==> src/rtl/sdhc_pkg.sv <==
// Shared definitions for the SD host command-ring scheduler: descriptor layout,
// ring geometry helper and scheduler state encoding.
package sdhc_pkg;

   localparam int DESC_PHASE    = 0;
   localparam int DESC_RW       = 1;
   localparam int DESC_IRQ      = 2;
   localparam int DESC_ADDR_LSB = 4;
   localparam int DESC_ADDR_MSB = 25;
   localparam int LOG2CMDBYTES  = 3;

   // Index width of a ring that fills one page with 8-byte descriptors.
   function automatic int ringindexw(input int log2pagesz);
      return log2pagesz - LOG2CMDBYTES;
   endfunction

   typedef enum logic [2:0] {
      IDLE      = 3'd0,
      FETCH0    = 3'd1,
      FETCH1    = 3'd2,
      ISSUE     = 3'd3,
      WAIT      = 3'd4,
      WRITEBACK = 3'd5,
      ADVANCE   = 3'd6,
      STALLED   = 3'd7
   } sched_state_t;

endpackage

==> src/rtl/sdhc_ring_sched.sv <==
// Command-ring scheduler: fetches descriptors over the DMA port, hands them to the
// SD command engine, writes back the completion word and advances the ring.
module sdhc_ring_sched
   import sdhc_pkg::*;
#(
   parameter int  ADDRW      = 26,
   parameter int  LOG2PAGESZ = 12,
   parameter int  TIMEOUTW   = 24,
   localparam int RINGINDEXW = ringindexw(LOG2PAGESZ),
   localparam int PFNW       = ADDRW - LOG2PAGESZ
)(
   input  logic                  clk,
   input  logic                  rst_n,
   input  logic                  enable,
   input  logic                  doorbell,
   input  logic                  ring_load,
   input  logic [PFNW-1:0]       ring_pfn,
   input  logic                  phase_in,
   output logic                  consumer_phase,
   output logic [RINGINDEXW-1:0] ring_index,
   output logic                  dma_req,
   output logic                  dma_we,
   output logic [ADDRW-1:0]      dma_addr,
   output logic [31:0]           dma_wr_data,
   input  logic                  dma_ack,
   input  logic [31:0]           dma_rd_data,
   output logic                  cmd_valid,
   input  logic                  cmd_ready,
   output logic [ADDRW-1:0]      cmd_buf_addr,
   output logic                  cmd_rw,
   output logic [31:0]           cmd_lba,
   input  logic                  cmd_done,
   input  logic                  cmd_ok,
   output logic                  cmd_abort,
   output logic                  completion_irq,
   output logic                  timeout_err,
   output logic                  busy
);

   sched_state_t          r_state;
   logic [PFNW-1:0]       r_ring_pfn;
   logic [RINGINDEXW-1:0] r_ring_index;
   logic                  r_consumer_phase;
   logic                  r_load_seen;
   logic                  r_irq;
   logic                  r_phase;
   logic                  r_ok;
   logic [ADDRW-1:0]      r_desc_addr;
   logic                  r_dma_req;
   logic                  r_dma_we;
   logic [ADDRW-1:0]      r_dma_addr;
   logic [31:0]           r_dma_wr_data;
   logic                  r_cmd_valid;
   logic [ADDRW-1:0]      r_cmd_buf_addr;
   logic                  r_cmd_rw;
   logic [31:0]           r_cmd_lba;
   logic                  r_cmd_abort;
   logic                  r_completion_irq;
   logic                  r_timeout_err;
   logic [TIMEOUTW-1:0]   r_timeout_cnt;

   logic [ADDRW-1:0]      w_desc_addr;
   logic [ADDRW-1:0]      w_buf_addr;
   logic [TIMEOUTW-1:0]   w_timeout_next;
   logic                  w_in_flight;
   logic                  w_unused;

   assign w_desc_addr    = {r_ring_pfn, r_ring_index, {LOG2CMDBYTES{1'b0}}};
   assign w_buf_addr     = ADDRW'({dma_rd_data[DESC_ADDR_MSB:DESC_ADDR_LSB], {DESC_ADDR_LSB{1'b0}}});
   assign w_timeout_next = r_timeout_cnt + TIMEOUTW'(1);
   // ADVANCE is excluded: a load landing there already zeroes the index itself.
   assign w_in_flight    = (r_state == FETCH0) || (r_state == FETCH1) || (r_state == ISSUE) ||
                           (r_state == WAIT)   || (r_state == WRITEBACK);
   assign w_unused       = &{1'b0, dma_rd_data[31:DESC_ADDR_MSB+1], dma_rd_data[3]};

   always_ff @(posedge clk or negedge rst_n) begin
      if (!rst_n) begin
         r_state          <= IDLE;
         r_ring_pfn       <= '0;
         r_ring_index     <= '0;
         r_consumer_phase <= 1'b0;
         r_load_seen      <= 1'b0;
         r_irq            <= 1'b0;
         r_phase          <= 1'b0;
         r_ok             <= 1'b0;
         r_desc_addr      <= '0;
         r_dma_req        <= 1'b0;
         r_dma_we         <= 1'b0;
         r_dma_addr       <= '0;
         r_dma_wr_data    <= '0;
         r_cmd_valid      <= 1'b0;
         r_cmd_buf_addr   <= '0;
         r_cmd_rw         <= 1'b0;
         r_cmd_lba        <= '0;
         r_cmd_abort      <= 1'b0;
         r_completion_irq <= 1'b0;
         r_timeout_err    <= 1'b0;
         r_timeout_cnt    <= '0;
      end else begin
         r_cmd_abort      <= 1'b0;
         r_completion_irq <= 1'b0;
         case (r_state)
            IDLE: begin
               if (enable && doorbell) begin
                  r_load_seen <= 1'b0;
                  r_state     <= FETCH0;
               end
            end
            STALLED: begin
               if (doorbell) begin
                  r_load_seen <= 1'b0;
                  r_state     <= enable ? FETCH0 : IDLE;
               end
            end
            FETCH0: begin
               if (!r_dma_req) begin
                  r_desc_addr <= w_desc_addr;
                  r_dma_req   <= 1'b1;
                  r_dma_we    <= 1'b0;
                  r_dma_addr  <= w_desc_addr;
               end else if (dma_ack) begin
                  r_dma_req <= 1'b0;
                  if (dma_rd_data[DESC_PHASE] != r_consumer_phase) begin
                     r_state <= STALLED;
                  end else begin
                     r_irq          <= dma_rd_data[DESC_IRQ];
                     r_phase        <= dma_rd_data[DESC_PHASE];
                     r_cmd_rw       <= dma_rd_data[DESC_RW];
                     r_cmd_buf_addr <= w_buf_addr;
                     r_state        <= FETCH1;
                  end
               end
            end
            FETCH1: begin
               if (!r_dma_req) begin
                  r_dma_req  <= 1'b1;
                  r_dma_we   <= 1'b0;
                  r_dma_addr <= r_desc_addr + ADDRW'(4);
               end else if (dma_ack) begin
                  r_dma_req   <= 1'b0;
                  r_cmd_lba   <= dma_rd_data;
                  r_cmd_valid <= 1'b1;
                  r_state     <= ISSUE;
               end
            end
            ISSUE: begin
               if (cmd_ready) begin
                  r_cmd_valid   <= 1'b0;
                  r_timeout_cnt <= '0;
                  r_state       <= WAIT;
               end
            end
            WAIT: begin
               r_timeout_cnt <= w_timeout_next;
               if (cmd_done) begin
                  r_ok    <= cmd_ok;
                  r_state <= WRITEBACK;
               end else if (&w_timeout_next) begin
                  r_ok          <= 1'b0;
                  r_cmd_abort   <= 1'b1;
                  r_timeout_err <= 1'b1;
                  r_state       <= WRITEBACK;
               end
            end
            WRITEBACK: begin
               if (!r_dma_req) begin
                  r_dma_req     <= 1'b1;
                  r_dma_we      <= 1'b1;
                  r_dma_addr    <= r_desc_addr;
                  r_dma_wr_data <= {29'b0, r_irq, r_ok, r_phase};
               end else if (dma_ack) begin
                  r_dma_req        <= 1'b0;
                  r_dma_we         <= 1'b0;
                  r_completion_irq <= r_irq;
                  r_state          <= ADVANCE;
               end
            end
            ADVANCE: begin
               if (!r_load_seen) begin
                  r_ring_index <= r_ring_index + RINGINDEXW'(1);
                  if (&r_ring_index)
                     r_consumer_phase <= ~r_consumer_phase;
               end
               r_load_seen <= 1'b0;
               r_state     <= enable ? FETCH0 : IDLE;
            end
            default: r_state <= IDLE;
         endcase

         // A ring reload overrides any index/phase update made above this cycle.
         if (ring_load) begin
            r_ring_pfn       <= ring_pfn;
            r_ring_index     <= '0;
            r_consumer_phase <= phase_in;
            r_timeout_err    <= 1'b0;
            r_load_seen      <= w_in_flight;
         end
      end
   end

   assign consumer_phase = r_consumer_phase;
   assign ring_index     = r_ring_index;
   assign dma_req        = r_dma_req;
   assign dma_we         = r_dma_we;
   assign dma_addr       = r_dma_addr;
   assign dma_wr_data    = r_dma_wr_data;
   assign cmd_valid      = r_cmd_valid;
   assign cmd_buf_addr   = r_cmd_buf_addr;
   assign cmd_rw         = r_cmd_rw;
   assign cmd_lba        = r_cmd_lba;
   assign cmd_abort      = r_cmd_abort;
   assign completion_irq = r_completion_irq;
   assign timeout_err    = r_timeout_err;
   assign busy           = (r_state != IDLE) && (r_state != STALLED);

endmodule

==> config.mk <==
export PLATFORM = sky130hd
export DESIGN_NAME = sdhc_ring_sched
export DESIGN_NICKNAME = d
export VERILOG_FILES = /design/src/rtl/sdhc_pkg.sv /design/src/rtl/sdhc_ring_sched.sv
export SDC_FILE = /design/constraint.sdc
export NUM_CORES = 1
export LEC_CHECK = 0
export ABC_AREA = 1
export ABC_CLOCK_PERIOD_IN_PS = 3400
export CORE_AREA = 2 2 123 125
export CTS_CLUSTER_DIAMETER = 150
export DETAILED_ROUTE_END_ITERATION = 12
export DIE_AREA = 0 0 125 127
export GPL_ROUTABILITY_DRIVEN = 0
export PLACE_DENSITY = 0.84
export SLEW_MARGIN = 20
export SYNTH_ARGS = -nofsm -noshare
export SYNTH_HDL_FRONTEND = slang
export SYNTH_SLANG_ARGS = --single-unit
==> constraint.sdc <==
create_clock -name clk -period 3.4 [get_ports clk]
set_clock_uncertainty 0.15 [all_clocks]
set_input_delay 0.68 -clock clk [delete_from_list [all_inputs] [get_ports clk]]
set_output_delay 0.68 -clock clk [all_outputs]
set_load 0.01 [all_outputs]
# == Yosys cells after proc, flatten, opt, wreduce, memory -nomap -nowiden ==
# Index checks and enable logic that the tools add are counted.
# W data, S select, Z words.
# word_totals
inputBits,56
word_cells,144
out_inout_bits,134
ff_bits,168
mem_count,0
rom_bits,0
ram_bits,0
latchBits,0
# classes
multipliers,0
n_reduce_logical,36
bitwise_logic,3
n_div,0
add_sub_neg,3
n_mux,53
n_eq_ne,28
n_lt_le_gt_ge,0
n_shift,0
# op_table
operator,n
$mux W26,3
$pmux W26 S3,1
$pmux W24 S2,1
$mux W3,12
$ne A2 B2 Y1 const B,15
$mux W1,28
$mux W9,3
$add A26 B3 Y26 const B,1
$add A24 B1 Y24 const B,1
$mux W24,1
$pmux W3 S8,1
$reduce_and A24 Y1,1
$reduce_bool A2 Y1,8
$reduce_and A3 Y1,5
$eq A3 B3 Y1 const B,4
$ne A3 B3 Y1 const B,4
$reduce_and A4 Y1,3
$reduce_and A10 Y1,1
$reduce_and A2 Y1,5
$add A9 B1 Y9 const B,1
$reduce_and A9 Y1,1
$eq A3 B2 Y1 const B,2
$reduce_bool A3 Y1,2
$logic_or A1 B1 Y1,4
other kinds (11),15

# == Depth between registers and ports, before layout ==
# logic_depth
depth_word,6
mapped_depth,16
mapped_depth_nobuf,16

# == Least setup slack after synthesis ==
# No wires, ideal clock.
# synth_timing
path_type,reg-to-reg
from,register r_timeout_cnt[1]
to,register r_state[1]
arrival_time_ns,1.715
path_stages_with_launch,15
path_buffers,0
setup_ns,0.117
t_required_ns,3.133
path_slack_ns,1.419
period_less_slack_ns,1.981
path_cell_list,dfrtp_1 ha_1 nand2_2 nor2_4 nand2_1 o21ai_1 nand2_1 nor2_2 nand2_2 nor2_2 nand2_2 nand2_2 nand2_2 nand2_1 nand2_1
# synth_via
elab_chain_cells,4
# synth_lines
element,line_no,text
from (decl),sdhc_ring_sched.sv:60,logic [TIMEOUTW-1:0] r_timeout_cnt;
from (signal assigned),sdhc_ring_sched.sv:154,r_timeout_cnt <= w_timeout_next;
$add A24 B1 Y24,sdhc_ring_sched.sv:70,assign w_timeout_next = r_timeout_cnt + TIMEOUTW'(1);
$reduce_and A24 Y1,sdhc_ring_sched.sv:158,end else if (&w_timeout_next) begin
$ne A3 B2 Y1 (no line),n/a,
$reduce_and A10 Y1 (no line),n/a,
to (signal assigned),sdhc_ring_sched.sv:112,r_state <= enable ? FETCH0 : IDLE;
to (signal assigned),sdhc_ring_sched.sv:185,r_state <= enable ? FETCH0 : IDLE;
to (decl),sdhc_ring_sched.sv:40,sched_state_t r_state;
# No other way between the ends.
# A chain may end at the register's enable or synchronous reset.

# == Final worst setup path ==
# layout_timing
from,register r_state[2]
to,output port busy
# layout_via
elab_chain_cells,2
word_cells_on_any_way,3
cone_classes,1 x eq/ne; 2 x reduce/logical
# layout_lines
element,line_no,text
$ne A3 B3 Y1 / $reduce_bool A3 Y1 (equally long branches),sdhc_ring_sched.sv:214,assign busy = (r_state != IDLE) && (r_state != STALLED);
$logic_and A1 B1 Y1 *,sdhc_ring_sched.sv:214,
to (decl),sdhc_ring_sched.sv:37,output logic busy
# Mark *: on every way between the ends. The rest lies on a longest branch, timed or not.

==> metrics.cfg <==
[power_and_ir_drop]
p_total_w=0.00829
ir_drop_mv=0.542
p_leak_nw=4.48
power_density_nw_per_um2=835

[synthesis]
post-synth-top-area-cell=dfrtp_1
synth.avg_cell_area_um2=8.40
netlist_instances=920
ys_seq_area_frac=0.537
ys_ff_latch=166
synth.distinct_cells=37
synth.area.top_cells=dfrtp_1 (54%), nand2_1 (12%), o21ai_0 (6.8%)
synth_top_area_share=0.537
netlist_area_um2=7730
yosys_warnings=0

[worst_setup_path]
crit_slowest_cell=clkdlybuf4s50_1
rrSetupSlack_ns=1.03
crit_start=r_state[2]
r2r_cells=7
reg2reg_from=r_state[2]
cp.arrival_ns=1.97
cp_max_fo=9
critPathCapture=busy
critPathBufInv=2
crit_top_cell=nor2_1
slowest_delay_ns=0.60
critPathKind=reg2out
cp_num_cells=4
end_kind=primary output
r2r_end=cmd_abort
cp_cell_sequence=inv_1 > nor2_1 > nor2_1 > clkdlybuf4s50_1
required_ns=2.57
start_kind=flop
cp_top_family=buffers and inverters

[clocking]
clockRootBuffer=clkbuf_16
hold_buffers=0
cts_resized=0
cts.htree.levels=4
clkSlewWorstSetupHoldPaths_ns=0.06
clock_latency_ns=0.42
cts_tree=yes
clockBufferDepth=2
clock-sinks=166
post-cts-setup-buffers=0
cts_made_buffers=17

[outcome]
status=completed

[drt]
detailedRoute.firstPassIterationCount=6
drtIter0Drc=545
viasPerCell=5.21
finalWirelength_um=19200
drc=0
ant_nets=0
dr_total_vias=6595
wl_per_cell_um=15.1

[floorplan]
row_count=44
num_io_pins=190
die_w_um=125
die_area_um2=15900
die_h_um=127
start_util=0.536
core_um2=14400

[grt]
grt_pass1_vias=6465
grt_pass1_wl_um=31500
top_usage_layer=met2
gr-total-overflow=0
grtUsageMet2=0.412
grt_max_degree=72
grtUsageMet1=0.315
grt.total_usage=0.246
grtUsageMet3=0.0653
antenna_found_initial=0

[cells_and_area]
fill_cells=1084
area_delta_synth_final_pct=28.3
final_cell_mix=nand2_1 (254), dfrtp_1 (166), clkdlybuf4s50_1 (153), o21ai_0 (105), inv_1 (97)
fin_nets=1129
diodes=0
drive_above_1_share=0.0795
final_common_cell=nand2_1

[sta]
finalCritPeriodShare=0.822
fin_setup_tns_ns=0
slew_headroom=0.446
final-setup-viol-count=0
rsz0062_at_grt=no
min_period_ns=2.80
hold_viol=0
worst_slew_pin_slew_ns=0.830
fmax_mhz=358
final_max_slew_viol_count=0

[placed_design]
place_hpwl_um=13200
port-buffer-count=154

[min_path]
worstHoldPathType=in2async

[job]
drv_cap=0

==> state kept, by name (all words and copies together), names as in the netlist, 3 cells and up <==
register and count:
cmd_buf_addr 22, cmd_lba 32, dma_addr 24, dma_wr_data 3
r_desc_addr 23, r_ring_pfn 14, r_state 3, r_timeout_cnt 24
ring_index 9
==> synth_stat cells (all sizes together) <==
library cell  number
o22ai             16
ha                 4
conb               1
nand4             11
nand3b             1
mux2               7
clkbuf            28
nand3             26
nor3               6
nor2              90
a21oi             12
nand2            268
a31oi             23
dfrtp            166
o21ai            109
o32ai              1
or2                1
xnor2              1
xor2               3
inv              101
a21boi             1
buf               42
nor4               2
==> per-stage QoR <==
stage                     instance area, um^2  utilization  worst slack (ns)  cells  hold WS (ns)
after floorplan                          7860            -              1.42    954         0.234
after global placement                   9340        0.647             0.878   1234         0.305
after detailed placement                 9340        0.647             0.748   1234         0.308
after CTS                                9920        0.688             0.597   1266         0.134
after global routing                     9920        0.688             0.494   1266         0.161
final                                    9920        0.688             0.604   1266         0.106
==> layer usage <==
metal | wire (um) | up-vias
li1 | - | 3158
met1 | 8030 | 3140
met2 | 9450 | 271
met3 | 1390 | 26
met4 | 305 | 0
met5 | 0 | -
==> report_power, final <==
part	switching (W)	total (W)	internal, W
Sequential	0.000501	0.00321	0.00271
Combinational	0.00165	0.00316	0.00151
Clock	0.000795	0.00192	0.00112
==> how the worst min path moves through the flow <==
stage / startpoint / endpoint / slack (ns)
final: rst_n / r_ring_pfn[3] / 0.11
after global routing: rst_n / r_ring_pfn[3] / 0.16
after CTS: rst_n / r_ring_pfn[3] / 0.13
after detailed placement: dma_wr_data[1] / dma_wr_data[1] / 0.31
after global placement: dma_wr_data[1] / dma_wr_data[1] / 0.30
after floorplan: rst_n / cmd_abort / 0.23
==> final cells by class <==
type                       instances  area, um^2  share of cell area
clock inverter                    11         123              0.0124
clock buffer                      21         460              0.0464
timing repair buffer             166        1660               0.167
sequential                       166        4150               0.419
inverter                         101         379              0.0382
tap                              184         230              0.0232
multi-input combinational        617        2920               0.294
==> logic make-up after synthesis <==
| logic type | synth area share |
|---|---|
| flip-flops | 0.537 |
| other | 0.000485 |
| buffers and inverters | 0.102 |
| AO/OA/AOI/OAI | 0.113 |
| XOR/XNOR | 0.00551 |
| AND/OR/NAND/NOR | 0.224 |
| adder cells (fa/ha/maj) | 0.00648 |
| multiplexers | 0.0102 |
Note: power is estimated with default switching activity, not from simulation.
